<file path="config.mk">
export PLATFORM = sky130hd
export DESIGN_NAME = serial_pattern_sched
export DESIGN_NICKNAME = d
export VERILOG_FILES = /design/src/rtl/serial_pattern_sched.sv
export SDC_FILE = /design/constraint.sdc
export NUM_CORES = 1
export LEC_CHECK = 0
export ABC_CLOCK_PERIOD_IN_PS = 3700
export CORE_MARGIN = 4
export CORE_UTILIZATION = 50
export CTS_BUF_LIST = sky130_fd_sc_hd__clkbuf_8
export DETAILED_ROUTE_END_ITERATION = 10
export PLACE_DENSITY = 0.8
export SETUP_SLACK_MARGIN = 0.05
export SYNTH_ARGS = -nofsm -noshare
export SYNTH_HDL_FRONTEND = slang
export SYNTH_SLANG_ARGS = --single-unit
</file>
<file path="constraint.sdc">
create_clock -name clk -period 3.7 [get_ports clk]
set_input_delay 0.37 -clock clk [delete_from_list [all_inputs] [get_ports clk]]
set_output_delay 0.37 -clock clk [all_outputs]
set_load 0.005 [all_outputs]
</file>
<file path="src/rtl/serial_pattern_sched.sv">
`default_nettype none
// ============================================================================
// serial_pattern_sched : round-robin scheduler feeding two requesters' words
// MSB-first through one shared serial Moore pattern detector, with per-
// requester saturating match counters. Option macro: SPS_NONOVERLAP_EN.
// Revision: 1.0
// ============================================================================
module serial_pattern_sched #(
    parameter int WORD_W = 8,
    parameter int PAT_W  = 4,
    parameter int CNT_W  = 8
) (
    input  logic              clk,
    input  logic              rst,
    input  logic              pat_load,
    input  logic [PAT_W-1:0]  pattern_in,
    input  logic              req0,
    input  logic [WORD_W-1:0] data0,
    input  logic              req1,
    input  logic [WORD_W-1:0] data1,
    output logic              ack0,
    output logic              ack1,
    output logic              busy,
    output logic              bit_valid,
    output logic              bit_out,
    output logic              z,
    output logic              done,
    output logic [CNT_W-1:0]  match_cnt0,
    output logic [CNT_W-1:0]  match_cnt1
);

    localparam int IDX_W  = $clog2(WORD_W);
    localparam int FILL_W = $clog2(PAT_W + 1);

    localparam logic [IDX_W-1:0]  LAST_IDX  = IDX_W'(WORD_W - 1);
    localparam logic [FILL_W-1:0] FILL_FULL = FILL_W'(PAT_W);
    localparam logic [PAT_W-1:0]  PAT_RST   = PAT_W'(4'b1101);

    typedef enum logic [1:0] {
        IDLE  = 2'd0,
        GRANT = 2'd1,
        SHIFT = 2'd2,
        DONE  = 2'd3
    } state_t;

    state_t              state;
    state_t              state_nxt;

    logic [PAT_W-1:0]    pattern;
    logic [PAT_W-1:0]    pat_act;
    logic                last_grant;
    logic [WORD_W-1:0]   shreg;
    logic [IDX_W-1:0]    bit_idx;
    logic [PAT_W-1:0]    history;
    logic [FILL_W-1:0]   fill;
    logic                z_q;
    logic [CNT_W-1:0]    cnt0;
    logic [CNT_W-1:0]    cnt1;

    logic                pick;
    logic                cur_bit;
    logic [PAT_W-1:0]    hist_nxt;
    logic [FILL_W-1:0]   fill_nxt;
    logic                hit;

    // With both requesting, the one not served last wins; otherwise the lone requester.
    assign pick     = (req0 && req1) ? ~last_grant : req1;
    assign cur_bit  = shreg[WORD_W-1];
    assign hist_nxt = {history[PAT_W-2:0], cur_bit};
    assign fill_nxt = (fill == FILL_FULL) ? FILL_FULL : fill + FILL_W'(1);
    assign hit      = (fill_nxt == FILL_FULL) && (hist_nxt == pat_act);

    always_ff @(posedge clk or posedge rst) begin
        if (rst) begin
            state <= IDLE;
        end else begin
            state <= state_nxt;
        end
    end

    always_comb begin
        state_nxt = state;
        ack0      = 1'b0;
        ack1      = 1'b0;
        busy      = 1'b0;
        bit_valid = 1'b0;
        bit_out   = 1'b0;
        done      = 1'b0;
        case (state)
            IDLE: begin
                if (req0 || req1) begin
                    state_nxt = GRANT;
                end
            end
            GRANT: begin
                busy      = 1'b1;
                ack0      = ~last_grant;
                ack1      = last_grant;
                state_nxt = SHIFT;
            end
            SHIFT: begin
                busy      = 1'b1;
                bit_valid = 1'b1;
                bit_out   = cur_bit;
                if (bit_idx == LAST_IDX) begin
                    state_nxt = DONE;
                end
            end
            DONE: begin
                busy      = 1'b1;
                done      = 1'b1;
                state_nxt = IDLE;
            end
            default: begin
                state_nxt = IDLE;
            end
        endcase
    end

    always_ff @(posedge clk or posedge rst) begin
        if (rst) begin
            pattern    <= PAT_RST;
            pat_act    <= PAT_RST;
            last_grant <= 1'b1;
            shreg      <= '0;
            bit_idx    <= '0;
            history    <= '0;
            fill       <= '0;
            z_q        <= 1'b0;
            cnt0       <= '0;
            cnt1       <= '0;
        end else begin
            case (state)
                IDLE: begin
                    if (pat_load) begin
                        pattern <= pattern_in;
                    end
                    if (req0 || req1) begin
                        last_grant <= pick;
                    end
                end
                GRANT: begin
                    // Snapshot the pattern so later loads cannot disturb this word.
                    shreg   <= last_grant ? data1 : data0;
                    pat_act <= pattern;
                    bit_idx <= '0;
                    history <= '0;
                    fill    <= '0;
                    z_q     <= 1'b0;
                end
                SHIFT: begin
                    shreg   <= {shreg[WORD_W-2:0], 1'b0};
                    bit_idx <= bit_idx + IDX_W'(1);
                    history <= hist_nxt;
                    fill    <= fill_nxt;
                    z_q     <= hit;
                    if (hit) begin
                        if (!last_grant) begin
                            if (cnt0 != {CNT_W{1'b1}}) begin
                                cnt0 <= cnt0 + CNT_W'(1);
                            end
                        end else begin
                            if (cnt1 != {CNT_W{1'b1}}) begin
                                cnt1 <= cnt1 + CNT_W'(1);
                            end
                        end
`ifdef SPS_NONOVERLAP_EN
                        history <= '0;
                        fill    <= '0;
`endif
                    end
                end
                default: begin
                end
            endcase
        end
    end

    assign z          = z_q;
    assign match_cnt0 = cnt0;
    assign match_cnt1 = cnt1;

endmodule
`default_nettype wire

</file>
==> results of run 1 <==
through the flow:
stage	worst slack, ps	utilization	std cells	hold WS, ps	instance area [um2]
5_1_grt	1280	0.668	303	513	2910
2_1_floorplan	1780	-	201	443	2250
4_1_cts	1380	0.668	303	504	2910
3_5_place_dp	1680	0.637	295	492	2780
6_report	1380	0.668	303	498	2910
3_3_place_gp	1770	0.637	295	483	2780
registers in the layout, indices dropped and copies added, names as in the netlist:
signal      cells
match_cnt0      8
match_cnt1      8
shreg           8
pat_act         4
pattern         4
bit_idx         3
fill            3
history         3
state           2
last_grant      1
z               1
worst min-delay path: stages:
cell and delay, ps:
clkdlybuf4s50_1 400, clkinv_1 40, buf_4 460
cells in the mapped netlist, drive strengths merged:
master	instances	area, um2
o32a	1	10.0
nor3	6	30.0
nor2b	1	6.26
buf	2	8.75
or3	1	6.26
mux2	20	225
clkbuf	5	18.8
a31oi	2	18.8
nor4	1	21.3
o22ai	2	12.5
inv	17	63.8
ha	11	138
nand2	14	52.6
xor2	11	96.3
nand4	5	43.8
o21a	1	7.51
a21oi	3	15.0
nor3b	1	7.51
dfstp	7	184
and2	2	12.5
dfrtp	38	951
and3	2	13.8
o31a	1	8.76
nand3	11	55.1
nor2	6	22.5
mux2i	10	100
xnor2	6	52.6
o21ai	14	70.1
kinds of logic after synthesis:
kind of cell	share of synthesized area
muxes	0.144
adders and majority gates	0.0611
DFF	0.504
and+or+nand+nor	0.121
xor gates and xnor gates	0.0661
AOI/OAI and AO/OA	0.0633
buffers and inverters	0.0406
layout make-up:
class | instances | area [um2]
tap | 52 | 65.1
inverter | 17 | 63.8
timing repair buffer | 49 | 485
clock inverter | 3 | 65.1
clock buffer | 5 | 68.8
sequential | 45 | 1130
fill | 325 | 1450
multi-input combinational | 132 | 1030
report_power, final:
group	internal, mW	switching (mW)
registers	0.660	0.113
logic	0.392	0.370
clock network	0.268	0.169
total	1.32	0.653
layer usage:
layer | global-route usage | share of wire
met4 | 0.0652 | 0.0099
met3 | 0.0387 | 0.053
met2 | 0.294 | 0.51
met5 | 0 | 0
met1 | 0.215 | 0.43
worst paths after layout:
path | startpoint | endpoint | slack [ps] | cells after the start
min in group clk | match_cnt1[6] | match_cnt1[6] | 500 | 1
max in group asynchronous | rst | last_grant | 2810 | 3
min reg2reg | match_cnt1[6] | match_cnt1[6] | 500 | 1
max | state[0] | bit_out | 1380 | 5
max reg2reg | fill[0] | match_cnt0[5] | 1680 | 6
min | rst | match_cnt0[3] | 500 | 3
==> impl_metrics.csv, run 1 <==
group,metric,value,unit
route,dr_total_vias,1643,
route,detailedRoute.firstIterationViolations,54,
finish,final_layout_size_suffix_gt1_frac,0.167,
route,drt_wl_total,4360,um
sta,fin_setup_tns,0,ps
cts,cts_tree,"built",
finish,antenna_cells,0,
synthesis,yosys_warnings,0,
die,initial_utilization,0.517,
synthesis,synth_cell_types,32,
worst_setup_path,critical-path-max-stage-delay,500,ps
cts,cts_inserted_buffers,5,
synthesis,synth-seq-cells,45,
cts,clock_tree.buffer_depth,2,
die,die_y,75.1,um
pwr,p_leak,1.32,nW
synthesis,avgSynthCellArea,11.2,um2
sta,fmax,430,MHz
finish,layout.cells.most_common,"clkdlybuf4s50_1",
placed_design,post-dp-hpwl,3170,um
cts,post_cts.repair.setup_buffers,0,
worst_setup_path,path_buf_inv,3,
global_routing,grt_use_total,0.173,
sta,headroom_to_the_max_slew_limit,0.445,
worst_setup_path,cp_max_fo,24,
sta,skew,8.16,ps
sta,worst_slew_pin_slew,832,ps
cts,cts_sinks,45,
placed_design,place.gp.congestion,0.774,
worst_setup_path,setup.worst_path.class,"flop to output port",
global_routing,antenna_found_initial,0,
die,core_region_area,4350,um2
sta,timing_hold_violations_final,0,
min_path,min_path_type,"input port to asynchronous set/reset pin",
route,wire_per_inst,14.4,um
die,io-pin-count,48,
pwr,total_power,1.97,mW
cts,clock_tree.root_cell,"clkbuf_8",
worst_setup_path,timing.critical_path.arrival,1950,ps
synthesis,synth.yosys.seq_area_share,0.504,
global_routing,grt_pass1_vias,1644,
worst_setup_path,cp.required,3330,ps
run,max_cap_violations,0,
worst_setup_path,worstSetupStartpointType,"flop",
pwr,power.ir.vdd_worst,593,uV
synthesis,gate_count_post_synth,201,
finish,areaGrowthSynthToFinish,29.2,%
route,drt_first_pass_iters,4,
sta,post-route-period-util,0.628,
cts,clock_latency,300,ps
finish,final_cell_mix,"clkdlybuf4s50_1, dfrtp_1, mux2_2",
cts,htree_num_levels,2,
worst_setup_path,cp_cell_sequence,"inv_1 -> ha_1 -> buf_4 -> and2_1 -> clkdlybuf4s50_1",
sta,timing.final.max_slew_violations,0,
synthesis,net_count_synth,237,
cts,cts-hold-fix-buffers,0,
route,drcViolationCount,0,
route,residual_antenna_violating_net_count_after_detailed_routing,0,
sta,finalSetupViolCount,0,
worst_setup_path,critical_path.top_delay_family,"buffers and inverters",
pwr,pwr_density_cell,678,nW/um2
synthesis,post_synth_instance_area,2250,um2
sta,final.min_clock_period,2320,ps
sta,rsz0062_at_grt,"false",
worst_setup_path,crit_slowest_cell,"clkdlybuf4s50_1",
global_routing,grt_max_degree,46,
cts,clk_pin_slew,80,ps
route,post_drt_via_cell_ratio,5.42,
die,floorplan.die.width,75.1,um
die,total_die_area,5640,um2
placed_design,portBuffers,47,
run_status,status,"complete, no violations",
global_routing,grt.overflow.total,0,
die,floorplan.rows,24,
worst_setup_path,critPathCaptureType,"output port",
finish,finish.net_count,286,
cts,post_cts_resized,0,
global_routing,grt_first_pass_wirelength,7400,um
Power figures use the tool's default switching activity.
==> inputs of run 2 (changes only) <==
--- a/config.mk
+++ b/config.mk
@@ -5,7 +5,7 @@
 export SDC_FILE = /design/constraint.sdc
 export NUM_CORES = 1
 export LEC_CHECK = 0
-export ABC_CLOCK_PERIOD_IN_PS = 3700
+export ABC_CLOCK_PERIOD_IN_PS = 2400
 export CORE_MARGIN = 4
 export CORE_UTILIZATION = 50
 export CTS_BUF_LIST = sky130_fd_sc_hd__clkbuf_8
==> constraint.sdc (replaced) <==
create_clock -name clk -period 2.4 [get_ports clk]
set_input_delay 0.24 -clock clk [delete_from_list [all_inputs] [get_ports clk]]
set_output_delay 0.24 -clock clk [all_outputs]
set_load 0.005 [all_outputs]
==> impl_metrics.csv, run 2 (synthesis results as in run 1) <==
group,metric,value,unit
die,floorplan.rows,24,
min_path,min_path_type,"input port to asynchronous set/reset pin",
pwr,power.ir.vdd_worst,703,uV
route,drcViolationCount,0,
route,dr_total_vias,1559,
route,drt_wl_total,4180,um
finish,post-route-util,0.666,
pwr,p_leak,1.32,nW
placed_design,portBuffers,47,
route,residual_antenna_violating_net_count_after_detailed_routing,0,
worst_setup_path,critPathCaptureType,"output port",
sta,post-route-period-util,0.927,
global_routing,globalRouteMet3Util,0.0454,
global_routing,grt.overflow.total,0,
global_routing,met2_usage,0.280,
finish,layout.cells.most_common,"clkdlybuf4s50_1",
route,post_drt_via_cell_ratio,5.11,
die,io-pin-count,48,
cts,clock_tree.root_cell,"clkbuf_8",
global_routing,grt_use_total,0.167,
worst_setup_path,critical-path-max-stage-delay,510,ps
global_routing,most_used_routing_layer,"met2",
global_routing,grt_first_pass_wirelength,7130,um
cts,cts_tree,"built",
cts,clk_pin_slew,80,ps
worst_setup_path,worstSetupStartpointType,"flop",
sta,fin_setup_tns,0,ps
die,floorplan.die.width,75.1,um
finish,final_layout_size_suffix_gt1_frac,0.170,
sta,headroom_to_the_max_slew_limit,0.585,
global_routing,antenna_found_initial,0,
global_routing,grt_max_degree,46,
cts,cts_sinks,45,
finish,areaGrowthSynthToFinish,28.8,%
cts,post_cts.repair.setup_buffers,0,
sta,worst_slew_pin_slew,622,ps
worst_setup_path,cp.required,2160,ps
worst_setup_path,setup.worst_path.class,"flop to output port",
finish,finish.net_count,288,
sta,skew,6.83,ps
die,total_die_area,5640,um2
die,core_region_area,4350,um2
worst_setup_path,cp_cell_sequence,"inv_1 -> ha_1 -> buf_4 -> and2_1 -> clkdlybuf4s50_1",
cts,cts-hold-fix-buffers,0,
pwr,pwr_density_cell,1020,nW/um2
sta,rsz0062_at_grt,"false",
worst_setup_path,crit_slowest_cell,"clkdlybuf4s50_1",
sta,timing.final.max_slew_violations,0,
worst_setup_path,timing.critical_path.arrival,1990,ps
worst_setup_path,critical_path.top_delay_family,"buffers and inverters",
route,wire_per_inst,13.7,um
run_status,status,"complete, no violations",
sta,hold_slack,373,ps
die,initial_utilization,0.517,
run,max_cap_violations,0,
cts,cts_inserted_buffers,5,
die,die_y,75.1,um
cts,clock_tree.buffer_depth,2,
placed_design,post-dp-hpwl,3050,um
worst_setup_path,critical_path.reg2reg.startpoint,"fill[0]",
worst_setup_path,path_buf_inv,3,
sta,timing_hold_violations_final,0,
cts,clock_latency,300,ps
global_routing,grt_pass1_vias,1610,
worst_setup_path,cp-startpoint,"state[0]",
finish,antenna_cells,0,
sta,finalSetupViolCount,0,
sta,fmax,449,MHz
cts,htree_num_levels,2,
route,detailedRoute.firstIterationViolations,55,
route,drt_first_pass_iters,5,
worst_setup_path,cp_max_fo,24,
cts,post_cts_resized,0,
global_routing,globalRouteMet1Util,0.211,
finish,final_cell_mix,"clkdlybuf4s50_1, dfrtp_1, mux2_2",
sta,final.min_clock_period,2230,ps
placed_design,place.gp.congestion,0.771,
[run 2: cell count changes in the layout (fill, tap and decap cells not counted)]
cell | previous run | this run
inv_1 | 16 | 17
bufinv_16 | 2 | 1
clkinv_4 | 0 | 1
clkinv_2 | 1 | 0
buf_4 | 2 | 4
[run 2: final timing paths]
check | endpoint | slack [ps] | cells after the start
min in group clk | bit_idx[0] | 480 | 1
max in group asynchronous | pat_act[0] | 1640 | 3
hold reg to reg | bit_idx[0] | 480 | 1
setup / recovery | bit_out | 170 | 5
hold / removal | match_cnt0[2] | 370 | 3
setup reg to reg | match_cnt0[5] | 390 | 6
[run 2: cell type report]
type	count	area (um2)
well taps	52	65.1
flip-flops and latches	45	1130
clock buffers	5	68.8
fillers	342	1450
inverters	17	63.8
multi-input cells	132	1030
clock inverters	3	42.5
repair buffers	51	500
[run 2: metrics by stage]
| step | worst slack, ps | area, um2 | power [mW] | instances |
|---|---|---|---|---|
| final | 174 | 2900 | 2.96 | 305 |
| after global routing | 74.4 | 2900 | 3.18 | 305 |
| after CTS | 158 | 2900 | 3.00 | 305 |
| after detailed placement | 411 | 2790 | 2.42 | 297 |
| after global placement | 463 | 2790 | 2.38 | 297 |
| after floorplan | 482 | 2250 | 2.05 | 201 |
[run 2: routing by layer]
layer  routed length (um)  part of all wire  vias to the layer above
li1                     -                 -                      786
met1                 1830              0.44                      730
met2                 2090              0.50                       35
met3                  217             0.052                        8
met4                   53             0.013                        0
met5                    0                 0                        -
[run 2: power breakdown]
group / internal, mW / leakage [nW] / switching [mW]
registers: 1.02 / 0.578 / 0.176
clock network: 0.308 / 0.0595 / 0.255
logic: 0.643 / 0.686 / 0.560
total: 1.97 / 1.32 / 0.991
[run 2: worst register-to-register path, delay by kind of cell (launching register included)]
family | cells | cell delay (ps)
xor gates and xnor gates | 1 | 130
and+or+nand+nor | 3 | 970
DFF | 1 | 390
buffers and inverters | 1 | 70
adders and majority gates | 1 | 340
==> inputs of run 3 (changes only) <==
--- a/config.mk
+++ b/config.mk
@@ -5,11 +5,12 @@
 export SDC_FILE = /design/constraint.sdc
 export NUM_CORES = 1
 export LEC_CHECK = 0
-export ABC_CLOCK_PERIOD_IN_PS = 2400
+export ABC_CLOCK_PERIOD_IN_PS = 2700
 export CORE_MARGIN = 4
 export CORE_UTILIZATION = 50
 export CTS_BUF_LIST = sky130_fd_sc_hd__clkbuf_8
 export DETAILED_ROUTE_END_ITERATION = 10
+export GPL_TIMING_DRIVEN = 0
 export PLACE_DENSITY = 0.8
 export SETUP_SLACK_MARGIN = 0.05
 export SYNTH_ARGS = -nofsm -noshare
==> constraint.sdc (replaced) <==
create_clock -name clk -period 2.7 [get_ports clk]
set_input_delay 0.27 -clock clk [delete_from_list [all_inputs] [get_ports clk]]
set_output_delay 0.27 -clock clk [all_outputs]
set_load 0.005 [all_outputs]
==> impl_metrics.csv, run 3 (synthesis results as in run 1) <==
group,metric,value,unit
run_status,status,"complete, no violations",
route,drt_first_pass_iters,4,
finish,final_cell_mix,"clkdlybuf4s50_1, dfrtp_1, mux2_2",
cts,cts-hold-fix-buffers,0,
global_routing,antenna_found_initial,0,
worst_setup_path,cp_max_fo,10,
pwr,comb_power_share,0.435,
pwr,total_power,2.56,mW
worst_setup_path,critical_path.reg2reg.startpoint,"state[0]",
finish,layout.cells.most_common,"clkdlybuf4s50_1",
route,detailedRoute.firstIterationViolations,91,
finish,final_layout_size_suffix_gt1_frac,0.167,
global_routing,grt_max_degree,35,
cts,post_cts.repair.setup_buffers,0,
worst_setup_path,setup.worst_path.class,"flop to output port",
sta,fin_setup_tns,0,ps
pwr,pwr_density_cell,883,nW/um2
cts,clock_tree.buffer_depth,2,
cts,clock_tree.root_cell,"clkbuf_8",
sta,hold_slack,215,ps
finish,post-route-util,0.667,
worst_setup_path,worst_setup_path_endpoint,"bit_out",
sta,post-route-worst-setup-slack,223,ps
cts,cts_tree,"built",
run,max_cap_violations,0,
die,core_region_area,4350,um2
route,post_drt_via_cell_ratio,5.20,
sta,timing_hold_violations_final,0,
route,drcViolationCount,0,
die,floorplan.rows,24,
route,wire_per_inst,13.7,um
die,die_y,75.1,um
cts,cts_inserted_buffers,5,
placed_design,dp_cells,301,
worst_setup_path,critical_path.reg2reg.endpoint,"match_cnt0[5]",
sta,rsz0062_at_grt,"false",
worst_setup_path,cp_cell_sequence,"inv_1 -> ha_1 -> clkbuf_1 -> and2_1 -> clkdlybuf4s50_1",
worst_setup_path,critical-path-max-stage-delay,520,ps
die,floorplan.die.width,75.1,um
sta,post-route-period-util,0.917,
finish,fill_cells,356,
cts,cts_sinks,45,
die,io-pin-count,48,
placed_design,placement.cell_area,2810,um2
global_routing,grt_pass1_vias,1613,
sta,headroom_to_the_max_slew_limit,0.661,
sta,skew,9.39,ps
die,total_die_area,5640,um2
finish,areaGrowthSynthToFinish,28.9,%
finish,antenna_cells,0,
pwr,p_leak,1.32,nW
cts,post_cts_resized,0,
sta,fmax,404,MHz
finish,final-instance-count-excl-fill,309,
min_path,min_path_type,"input port to asynchronous set/reset pin",
finish,final_area,2900,um2
die,initial_utilization,0.517,
pwr,intPower,1.66,mW
global_routing,grt_first_pass_wirelength,7100,um
sta,final.min_clock_period,2480,ps
worst_setup_path,timing.critical_path.arrival,2210,ps
cts,clk_pin_slew,90,ps
pwr,clock_power_share,0.171,
pwr,share_seq_of_total_power,0.394,
pwr,power.switching,0.904,mW
route,dr_total_vias,1608,
worst_setup_path,reg2reg_setup_slack,530,ps
pwr,power.ir.vdd_worst,648,uV
sta,timing.final.max_slew_violations,0,
placed_design,place.gp.congestion,0.804,
worst_setup_path,crit_slowest_cell,"clkdlybuf4s50_1",
placed_design,post-dp-hpwl,3120,um
sta,worst_slew_pin_slew,509,ps
placed_design,post_place_setup_slack,528,ps
pwr,sw_frac_of_total,0.353,
route,residual_antenna_violating_net_count_after_detailed_routing,0,
worst_setup_path,worstSetupStartpointType,"flop",
placed_design,portBuffers,47,
worst_setup_path,cp.required,2430,ps
route,drt_wl_total,4250,um
worst_setup_path,timing.reg2reg.worst_path_depth,7,
finish,finish.net_count,292,
sta,finalSetupViolCount,0,
global_routing,grt_use_total,0.169,
global_routing,grt.overflow.total,0,
cts,clock_latency,300,ps
worst_setup_path,critPathCaptureType,"output port",
worst_setup_path,cp-startpoint,"state[0]",
cts,htree_num_levels,2,
-- run 3: worst max-delay path: cells and delay by family (launching register included) --
| family | cells | cell delay, ps |
|---|---|---|
| adders and majority gates | 1 | 320 |
| buffers and inverters | 3 | 980 |
| DFF | 1 | 420 |
| and+or+nand+nor | 1 | 210 |
-- run 3: power by group through the flow --
stage | Sequential (mW) | Combinational (mW) | Clock [mW]
2_1_floorplan | 0.993 | 0.826 | 0
3_3_place_gp | 1.02 | 1.09 | 0
3_5_place_dp | 1.02 | 1.12 | 0
4_1_cts | 1.01 | 1.13 | 0.448
5_1_grt | 1.03 | 1.26 | 0.477
6_report | 1.01 | 1.12 | 0.438
-- run 3: final cells by class --
| type | count | area [um2] | area share |
|---|---|---|---|
| Sequential cell | 45 | 1130 | 0.391 |
| Multi-Input combinational cell | 132 | 1030 | 0.353 |
| Timing Repair Buffer | 48 | 490 | 0.169 |
| Clock buffer | 6 | 82.6 | 0.0284 |
| Tap cell | 52 | 65.1 | 0.0224 |
| Inverter | 17 | 63.8 | 0.0220 |
| Buffer | 7 | 27.5 | 0.00948 |
| Clock inverter | 2 | 13.8 | 0.00474 |
-- run 3: how the worst min path moves through the flow --
stage,start,to,slack [ps],cells past startpoint
6_report,rst,match_cnt0[5],220,2
5_1_grt,rst,match_cnt0[5],240,2
4_1_cts,rst,match_cnt0[5],220,2
3_5_place_dp,bit_idx[0],bit_idx[0],470,1
3_3_place_gp,bit_idx[0],bit_idx[0],480,1
2_1_floorplan,req0,last_grant,340,1
-- run 3: layer usage --
| metal | wire length [um] | GRT usage | part of all wire | up-vias |
|---|---|---|---|---|
| met5 | 0 | 0 | 0 | - |
| met4 | 37 | 0.0771 | 0.0087 | 0 |
| met3 | 194 | 0.0360 | 0.046 | 4 |
| met2 | 2070 | 0.279 | 0.49 | 36 |
| met1 | 1950 | 0.213 | 0.46 | 773 |
| li1 | - | - | - | 795 |
